`src/rtl/mul_div_unit_pkg.sv`:
```
// Shared definitions for the iterative multiply/divide unit.
//   op_e        : MULT/MULTU/DIV/DIVU operation encodings driven on `op`
//   state_e     : control FSM states (IDLE, BUSY, DONE)
//   ITER_COUNT  : radix-2 iterations per multiply or divide
//   is_signed_op/is_div_op : decode helpers shared by the datapath
package mul_div_unit_pkg;

    typedef enum logic [1:0] {
        OP_MULT  = 2'b00,
        OP_MULTU = 2'b01,
        OP_DIV   = 2'b10,
        OP_DIVU  = 2'b11
    } op_e;

    typedef enum logic [1:0] {
        IDLE = 2'b00,
        BUSY = 2'b01,
        DONE = 2'b10
    } state_e;

    localparam int ITER_COUNT = 32;

    function automatic logic is_signed_op(input op_e o);
        return (o == OP_MULT) || (o == OP_DIV);
    endfunction

    function automatic logic is_div_op(input op_e o);
        return (o == OP_DIV) || (o == OP_DIVU);
    endfunction

endpackage

```
`src/rtl/sign_fix.sv`:
```
// Conditional two's-complement negation.
//   din  : value to correct
//   neg  : 1 = output -din, 0 = pass din through
//   dout : corrected value
// Used for taking operand magnitudes and for restoring result signs.
module sign_fix #(
    parameter int W = 32
) (
    input  logic [W-1:0] din,
    input  logic         neg,
    output logic [W-1:0] dout
);

    assign dout = neg ? ((~din) + {{(W-1){1'b0}}, 1'b1}) : din;

endmodule

```
`src/rtl/mul_div_unit.sv`:
```
// Iterative MIPS-style multiply/divide unit with HI/LO registers.
// One radix-2 step per cycle on a shared 2*DATA_W accumulator: shift-add
// for multiply, restoring subtraction for divide. Signed operations work on
// magnitudes and fix the result signs on the final step.
//   clk, rst    : clock, asynchronous active-high reset
//   start, op   : request and operation code (accepted in IDLE or DONE)
//   src_a/src_b : Rs / Rt operands
//   flush       : abort in-flight operation, drop a same-cycle start
//   hilo_we     : MTHI/MTLO write enables [1]=HI [0]=LO, data on hilo_wdata
//   busy        : operation in progress
//   done        : one-cycle completion pulse (DONE state)
//   div_by_zero : coincident with done when a divide had a zero divisor
//   HI, LO      : architectural result registers
module mul_div_unit
    import mul_div_unit_pkg::*;
#(
    parameter int DATA_W = 32
) (
    input  logic              clk,
    input  logic              rst,
    input  logic              start,
    input  logic [1:0]        op,
    input  logic [DATA_W-1:0] src_a,
    input  logic [DATA_W-1:0] src_b,
    input  logic              flush,
    input  logic [1:0]        hilo_we,
    input  logic [DATA_W-1:0] hilo_wdata,
    output logic              busy,
    output logic              done,
    output logic              div_by_zero,
    output logic [DATA_W-1:0] HI,
    output logic [DATA_W-1:0] LO
);

    localparam int         AW       = 2 * DATA_W;
    localparam logic [5:0] LAST_CNT = 6'(ITER_COUNT - 1);

    state_e state, state_nxt;

    logic [5:0]        cnt;
    logic [AW-1:0]     acc;
    logic [AW-1:0]     acc_step;
    logic [DATA_W-1:0] b_r;
    logic              is_div_r;
    logic              dz_r;
    logic              neg_lo_r;   // product or quotient must be negated
    logic              neg_hi_r;   // remainder must be negated

    op_e               op_in;
    logic              signed_op;
    logic              div_op;
    logic              dz_in;
    logic              accept;
    logic              last_iter;
    logic              complete;
    logic [DATA_W-1:0] abs_a;
    logic [DATA_W-1:0] abs_b;
    logic [DATA_W:0]   add_sum;
    logic [DATA_W:0]   rem_sh;
    logic [DATA_W:0]   diff;
    logic [AW-1:0]     prod_fix;
    logic [DATA_W-1:0] quo_fix;
    logic [DATA_W-1:0] rem_fix;
    logic [DATA_W-1:0] res_hi;
    logic [DATA_W-1:0] res_lo;

    assign op_in     = op_e'(op);
    assign signed_op = is_signed_op(op_in);
    assign div_op    = is_div_op(op_in);
    assign dz_in     = div_op && (src_b == '0);
    // flush has priority over start; BUSY never accepts a new request
    assign accept    = start && !flush && (state != BUSY);

    sign_fix #(.W(DATA_W)) u_abs_a (
        .din  (src_a),
        .neg  (signed_op & src_a[DATA_W-1]),
        .dout (abs_a)
    );

    sign_fix #(.W(DATA_W)) u_abs_b (
        .din  (src_b),
        .neg  (signed_op & src_b[DATA_W-1]),
        .dout (abs_b)
    );

    // Multiply: add multiplier into the upper half when the LSB of the
    // shifting multiplicand is set, then shift right with the carry.
    assign add_sum = {1'b0, acc[AW-1:DATA_W]} + {1'b0, b_r};

    // Divide: upper half holds the partial remainder, lower half shifts the
    // dividend out and quotient bits in. The remainder stays below the
    // divisor, so one extra bit is enough to detect the borrow.
    assign rem_sh = acc[AW-1:DATA_W-1];
    assign diff   = rem_sh - {1'b0, b_r};

    always_comb begin
        acc_step = acc;
        if (is_div_r) begin
            if (!diff[DATA_W]) begin
                acc_step = {diff[DATA_W-1:0], acc[DATA_W-2:0], 1'b1};
            end else begin
                acc_step = {acc[AW-2:0], 1'b0};
            end
        end else begin
            if (acc[0]) begin
                acc_step = {add_sum, acc[DATA_W-1:1]};
            end else begin
                acc_step = {1'b0, acc[AW-1:1]};
            end
        end
    end

    // Sign correction applied to the value produced by the final step
    sign_fix #(.W(AW)) u_fix_prod (
        .din  (acc_step),
        .neg  (neg_lo_r),
        .dout (prod_fix)
    );

    sign_fix #(.W(DATA_W)) u_fix_quo (
        .din  (acc_step[DATA_W-1:0]),
        .neg  (neg_lo_r),
        .dout (quo_fix)
    );

    sign_fix #(.W(DATA_W)) u_fix_rem (
        .din  (acc_step[AW-1:DATA_W]),
        .neg  (neg_hi_r),
        .dout (rem_fix)
    );

    assign res_hi = is_div_r ? rem_fix : prod_fix[AW-1:DATA_W];
    assign res_lo = is_div_r ? quo_fix : prod_fix[DATA_W-1:0];

    // A zero divisor finishes after a single BUSY cycle
    assign last_iter = dz_r || (cnt == LAST_CNT);
    assign complete  = (state == BUSY) && !flush && last_iter;

    always_ff @(posedge clk or posedge rst) begin
        if (rst) begin
            state <= IDLE;
        end else begin
            state <= state_nxt;
        end
    end

    always_comb begin
        state_nxt   = state;
        busy        = 1'b0;
        done        = 1'b0;
        div_by_zero = 1'b0;
        case (state)
            IDLE: begin
                if (accept) state_nxt = BUSY;
            end
            BUSY: begin
                busy = 1'b1;
                if (flush) begin
                    state_nxt = IDLE;
                end else if (last_iter) begin
                    state_nxt = DONE;
                end
            end
            DONE: begin
                done        = 1'b1;
                div_by_zero = dz_r;
                state_nxt   = accept ? BUSY : IDLE;
            end
            default: state_nxt = IDLE;
        endcase
    end

    always_ff @(posedge clk or posedge rst) begin
        if (rst) begin
            cnt  <= '0;
            dz_r <= 1'b0;
            HI   <= '0;
            LO   <= '0;
        end else begin
            if (accept) begin
                cnt  <= '0;
                dz_r <= dz_in;
            end else if (state == BUSY) begin
                cnt <= cnt + 6'd1;
            end

            if (complete) begin
                if (dz_r) begin
                    // accumulator was loaded with the raw dividend
                    HI <= acc[DATA_W-1:0];
                    LO <= '1;
                end else begin
                    HI <= res_hi;
                    LO <= res_lo;
                end
            end else if (state != BUSY) begin
                if (hilo_we[1]) HI <= hilo_wdata;
                if (hilo_we[0]) LO <= hilo_wdata;
            end
        end
    end

    always_ff @(posedge clk) begin
        if (accept) begin
            acc      <= {{DATA_W{1'b0}}, (dz_in ? src_a : abs_a)};
            b_r      <= abs_b;
            is_div_r <= div_op;
            neg_lo_r <= signed_op & (src_a[DATA_W-1] ^ src_b[DATA_W-1]);
            neg_hi_r <= signed_op & src_a[DATA_W-1];
        end else if (state == BUSY) begin
            acc <= acc_step;
        end
    end

endmodule

```
`config.mk`:
```
export PLATFORM = sky130hd
export DESIGN_NAME = mul_div_unit
export DESIGN_NICKNAME = d
export VERILOG_FILES = /design/src/rtl/mul_div_unit_pkg.sv /design/src/rtl/sign_fix.sv /design/src/rtl/mul_div_unit.sv
export SDC_FILE = /design/constraint.sdc
export NUM_CORES = 1
export LEC_CHECK = 0
export CORE_MARGIN = 2
export CORE_UTILIZATION = 65
export CTS_CLUSTER_DIAMETER = 30
export DETAILED_ROUTE_END_ITERATION = 8
export GPL_TIMING_DRIVEN = 0
export PLACE_DENSITY = 0.89
export RECOVER_POWER = 25
export SETUP_SLACK_MARGIN = 0.4
export SLEW_MARGIN = 15
export SYNTH_ARGS = -nofsm -noshare
export SYNTH_HDL_FRONTEND = slang
export SYNTH_HIERARCHICAL = 1
export SYNTH_SLANG_ARGS = --single-unit
```
`constraint.sdc`:
```
create_clock -name clk -period 10.05 [get_ports clk]
set_input_delay 1.005 -clock clk [delete_from_list [all_inputs] [get_ports clk]]
set_output_delay 1.005 -clock clk [all_outputs]
set_load 0.1 [all_outputs]
```
# After elaboration in Yosys (flattened, before gate mapping)
# Index checks and enable logic that the tools add are counted.
# word_totals
output_inout_bits	67
in_bits	104
ff_bits	172
word_cells	86
# classes
bitwise_logic	9
muxes	31
n_reduce_logical	19
add_sub_neg	8
eq_ne	8
# ops
operator	count
two-way mux 32 bit	17
two-way mux 64 bit	4
adder 32 x 1 -> 32 bit (second input constant)	4
inverter 32 bit	4
adder 64 x 1 -> 64 bit (second input constant)	1
inverter 64 bit	1
adder 32 x 32 -> 33 bit	1
subtractor 33 x 32 -> 33 bit	1
zero test 32 bit	1
two-way mux 6 bit	2
nonzero test 2 bit	4
adder 6 x 1 -> 6 bit (second input constant)	1
== test 2 bit (second input constant)	3
== test 6 x 5 -> 1 bit (second input constant)	1
two-way mux 2 bit	3
one-hot mux 2 bit (3 select lines)	1
AND reduction 2 bit	3
logical AND 1 bit	5
zero test 2 bit	2
two-way mux 1 bit	4
AND 1 bit	3
logical OR 1 bit	3
!= test 3 bit (second input constant)	1
== test 2 x 1 -> 1 bit (second input constant)	1
4 further kinds	4

# Longest topological paths before layout
# logic_depth
word_depth	9
depth_mapped	26
mapped_depth_nobuf	24

# Modules after synthesis
# Netlist, hierarchy kept.
# by_module_without_submodules
mod	cells_per_inst	area_each_um2	n_inst	seq_area_each_um2
mul_div_unit	1579	13533.0	1	4479.3
sign_fix at u_abs_a ...	99	777.0	4	0.0
sign_fix at u_fix_prod	206	1649.1	1	0.0

# Least setup slack after synthesis
# No wires, ideal clock.
# synth_timing
path_kind	flip-flop to flip-flop
from	register b_r[0]
to	register HI[28]
setup_slack_ns	4.729
synth_period_minus_slack_ns	5.321
path_buffers	2
setup_time_ns	0.137
arrival_time_ns	5.184
required_time_ns	9.913
stages_incl_launch_ff	25
path_cell_list	edfxtp_1 ha_1 fa_1 nand2b_1 a21oi_2 o21ai_1 a31oi_1 o31ai_2 mux2_4 or2_1 buf_2 buf_4 o21ai_0 mux2i_1 or4_4 or3_4 or3_4 o41ai_4 xnor2_1 mux2i_1 nor2_1 a21oi_1 nor2_1 a21oi_1 a21oi_1
# synth_via
elab_chain_len	9
word_cells_on_any_way	14
cone_classes	add/sub (4); mux (8); bitwise (2)
# synth_rtl
item	line_no	text
from (decl)	mul_div_unit.sv:43	logic [DATA_W-1:0] b_r;
from (signal assigned)	mul_div_unit.sv:206	b_r <= abs_b;
subtractor 33 x 32 -> 33 bit or adder 32 x 32 -> 33 bit (tied branches)	mul_div_unit.sv:94, mul_div_unit.sv:88	
two-way mux 64 bit, on equally long branches	mul_div_unit.sv:99, mul_div_unit.sv:105	
two-way mux 64 bit (*)	mul_div_unit.sv:98	if (is_div_r) begin
named net acc_step[32]	mul_div_unit.sv:42	logic [AW-1:0] acc_step;
inverter 64 bit (*)	sign_fix.sv:14	assign dout = neg ? ((~din) + {{(W-1){1'b0}}, 1'b1}) : din;
adder 64 x 1 -> 64 bit (*)	sign_fix.sv:14	
two-way mux 64 bit (*)	sign_fix.sv:14	
named net prod_fix[60]	mul_div_unit.sv:61	logic [AW-1:0] prod_fix;
two-way mux 32 bit (*)	mul_div_unit.sv:132	assign res_hi = is_div_r ? rem_fix : prod_fix[AW-1:DATA_W];
two-way mux 32 bit (*)	mul_div_unit.sv:188	if (dz_r) begin
two-way mux 32 bit (*)	mul_div_unit.sv:187	if (complete) begin
to (signal assigned)	mul_div_unit.sv:190	HI <= acc[DATA_W-1:0];
to (signal assigned)	mul_div_unit.sv:193	HI <= res_hi;
to (signal assigned)	mul_div_unit.sv:197	if (hilo_we[1]) HI <= hilo_wdata;
to (decl)	mul_div_unit.sv:31	output logic [DATA_W-1:0] HI,
# Mark *: on every way through the listed nets, which the timed path passes. The rest lies on a longest branch.
# A chain may end at the register's enable or synchronous reset.

# Worst setup path after layout
# layout_timing
from	register acc[31]
to	register HI[23]
# layout_via
elab_chain_len	9
word_cells_on_any_way	13
cone_classes	add/sub (3); mux (8); bitwise (2)
# layout_rtl
item	line_no	text
from (decl)	mul_div_unit.sv:41	logic [AW-1:0] acc;
from (signal assigned)	mul_div_unit.sv:205	acc <= {{DATA_W{1'b0}}, (dz_in ? src_a : abs_a)};
from (signal assigned)	mul_div_unit.sv:211	acc <= acc_step;
subtractor 33 x 32 -> 33 bit	mul_div_unit.sv:94	assign diff = rem_sh - {1'b0, b_r};
two-way mux 64 bit (*)	mul_div_unit.sv:99	if (!diff[DATA_W]) begin
two-way mux 64 bit (*)	mul_div_unit.sv:98	
named net acc_step[32]	mul_div_unit.sv:42	
inverter 64 bit (*)	sign_fix.sv:14	
adder 64 x 1 -> 64 bit (*)	sign_fix.sv:14	
two-way mux 64 bit (*)	sign_fix.sv:14	
named net prod_fix[55]	mul_div_unit.sv:61	
two-way mux 32 bit (*)	mul_div_unit.sv:132	
two-way mux 32 bit (*)	mul_div_unit.sv:188	
two-way mux 32 bit (*)	mul_div_unit.sv:187	
# Marked as above.

==> flow_summary.yaml <==
grt:
  grt_start_max_net_pins: 52
  grt_first_pass_wirelength_um: 102000
  grt_pass1_vias: 17900
  grt_antenna_before_repair: 1
  grt_overflow_total: 0
  grt_use_total_pct: 45.2
placement:
  io_buffer_count: 170
  dpl.hpwl_um: 52400
  pre_cts_slack_ns: 3.27
  gp_congestion: 1.06
  place_area_um2: 20500
sta:
  max_freq_mhz: 135
  post-route-min-period_ns: 7.41
  setup_viol_count_final: 0
  maxSlewHeadroom_pct: -90.9
  finalHoldViolCount: 0
  setup-tns-final_ns: 0
  drv_slew: 89
  fin_worst_skew_ns: 0.0181
  min_period_over_period_pct: 73.8
  setup_ws_ns: 2.64
  worstMarginPinSlew_ns: 2.86
  rsz0062_at_grt: "false"
critical_path:
  setup.worst_path.start_class: "flip-flop"
  path_class: "flip-flop to flip-flop"
  timing.critical_path.to_type: "flip-flop"
  crit_family: "simple AND/OR/NAND/NOR gates"
  crit_path_max_incr_delay_ns: 0.81
  worst-endpoint-arrival_ns: 7.71
  cp.required_ns: 10.35
  slowest_stage: "or4_2"
  crit_buf_inv: 3
  crit_fanout: 10
  crit_top_cell: "a21oi_1"
yosys:
  synth_flop_cell: "dfrtp_1"
  synthMuxAreaShare_pct: 9.46
  syn_nets: 2357
  syn_area_per_cell_um2: 8.39
  synth_compound_area_share_pct: 24.9
  yosys_register_bits: 172
  synthArstFlopShare_pct: 42.4
  synth-warning-count: 6
  synth_xor_area_share_pct: 11.1
  synth_area_um2: 18300
  synth_edf_count: 67
  synth_top_family_by_area: "compound AO/OA/AOI/OAI gates"
  synth_cell_types: 96
  synth_fa_ha_area_share_pct: 5.01
  syn_inst: 2181
  yosys.area_share.simple_pct: 20.8
  yosysSeqAreaShare_pct: 24.5
clock_network:
  ctsResizeCount: 0
  clk_pin_slew_worst_paths_ns: 0.08
  post_cts_buffers: 0
  root_buffer: "clkbuf_16"
  clk-insertion-delay-late_ns: 0.47
  clock_path_buffers: 2
  clock-sinks: 172
  htree_levels: 4
  hold_buffers: 0
  cts_tree: "yes"
  cts_buffers: 17
power:
  seqPwrFrac_pct: 19.5
  switchingPower_mw: 2.82
  p_sw_share_pct: 53.3
  pwr-share-comb_pct: 67.6
  p_per_area_nw_per_um2: 251
  p_int_mw: 2.47
  ir_drop_uv: 146
  clkPwrFrac_pct: 12.9
  leakage_nw: 7.80
finish:
  drive_above_1_share_pct: 7.75
  design_area_um2: 21100
  nets: 2549
  syn2layout_area_growth_pct: 15.3
  utilization_pct: 75.9
  n_antenna_cell: 0
  fillers: 2075
  layout_common_cells: "237 x a21oi_1, 216 x xnor2_1, 199 x nor2_1, 164 x clkdlybuf4s50_1, 141 x nand2_1"
  final_common_cell: "a21oi_1"
floorplanning:
  die-area_um2: 29500
  core_um2: 27800
  start_util_pct: 65.8
  core.rowCount: 61
  fp.dieW_um: 172
  die_height_um: 172
  num_io_pins: 171
routing:
  ant_nets: 0
  drc: 0
  vias_per_cell: 7.11
  drtIter0Drc: 3095
  drt-pass1-iter-count: 6
  routed_wl_um: 67700
  dr_total_vias: 19700
  post_drt_wl_per_cell_um: 24.5
outcome:
  status: "complete, but fails checks"
  violations: "max-capacitance violations, max-slew violations"
min_path:
  hp-class: "flip-flop to flip-flop"
flow_run:
  cap_viol_max_count: 3
==> flip-flops by register name (all words and copies together) (netlist names) <==
name	cells
is_div_r	1
b_r	32
neg_hi_r	1
acc	64
dz_r	1
LO	32
state	2
HI	32
cnt	6
neg_lo_r	1
==> Yosys cell counts (all sizes together) (9+ instances only) <==
cell type | n | area (um^2)
or3 | 25 | 168
mux2i | 132 | 1320
o221ai | 10 | 87.6
o21ai | 113 | 566
nand3 | 40 | 228
a2111oi | 36 | 315
nor3 | 34 | 191
or4 | 16 | 144
nand4 | 27 | 190
mux2 | 36 | 409
o41ai | 52 | 639
nor2b | 34 | 213
o31ai | 67 | 538
nand2b | 27 | 169
and2 | 40 | 250
a22o | 9 | 78.8
dfxtp | 32 | 641
a211oi | 18 | 140
buf | 39 | 204
clkbuf | 86 | 323
edfxtp | 67 | 2010
xor2 | 16 | 140
xnor2 | 216 | 1890
inv | 63 | 236
o211ai | 17 | 128
nor4 | 43 | 531
and3 | 9 | 56.3
nand2 | 142 | 536
a21o | 33 | 248
dfrtp | 73 | 1830
a21oi | 239 | 1200
nor2 | 200 | 753
or2 | 15 | 93.8
ha | 70 | 876
==> cells by family after synthesis <==
kind of cell,Yosys count
simple gates,682
compound gates,665
xor+xnor,232
buf+inv,190
flops,172
mux,168
fa+ha+maj,72
==> power by group through the flow <==
stage	Clock (mW)	Sequential (mW)	Combinational, mW
after global placement	0	1.02	3.33
after CTS	0.675	1.02	3.44
final	0.680	1.03	3.58
after global routing	0.704	1.03	3.78
after detailed placement	0	1.03	3.41
after floorplan	0	1.24	2.27
==> worst reg2reg max path, stage by stage (launching register included) <==
cell,delay [ns]
edfxtp_1,0.34
inv_1,0.11
ha_1,0.26
fa_1,0.40
nand2b_1,0.22
a21oi_2,0.31
o21ai_1,0.17
a31oi_1,0.44
o31ai_2,0.15
mux2_4,0.41
or2_1,0.25
buf_2,0.18
buf_4,0.23
o21ai_0,0.24
mux2i_1,0.30
or4_2,0.81
nor3_1,0.39
nand3_2,0.33
o31ai_1,0.33
xnor2_1,0.15
mux2i_1,0.11
nor2_1,0.13
a21oi_1,0.07
nor2_1,0.26
a21oi_1,0.08
a21oi_1,0.57
==> metrics by stage <==
step           hold WS [ns]  instances  total power [mW]
2_1_floorplan         0.452       2181              3.52
3_3_place_gp          0.471       2729              4.36
3_5_place_dp          0.504       2731              4.44
4_1_cts               0.544       2763              5.14
5_1_grt               0.567       2764              5.51
6_report              0.546       2764              5.29
==> worst paths after layout <==
path / slack [ns] / from / cells after the start / endpoint
max: 2.64 / acc[31] / 25 / HI[23]
max in group asynchronous: 5.71 / rst / 3 / HI[7]
max reg2reg: 2.64 / acc[31] / 25 / HI[23]
min: 0.55 / HI[11] / 2 / HI[11]
min reg2reg: 0.55 / HI[11] / 2 / HI[11]
min in group asynchronous: 1.18 / rst / 2 / HI[15]
==> cell type report <==
class                           count  area (um^2)  share of cell area [%]
Timing Repair Buffer              173         1730                    8.20
Buffer                            125          528                    2.50
Clock buffer                       19          464                    2.20
Tap cell                          378          473                    2.24
Multi-Input combinational cell   1819        13000                    61.9
Sequential cell                   172         4480                    21.2
Clock inverter                     13          124                   0.587
Inverter                           65          245                    1.16
==> layer usage <==
layer	up-vias	part of all wire [%]	track usage (%)
met3	308	15	13.4
met4	0	4.7	19.3
met1	9226	39	62.3
met5	-	0	0
met2	1584	41	65.8
li1	8540	-	-
(Power assumes the default switching activity.)
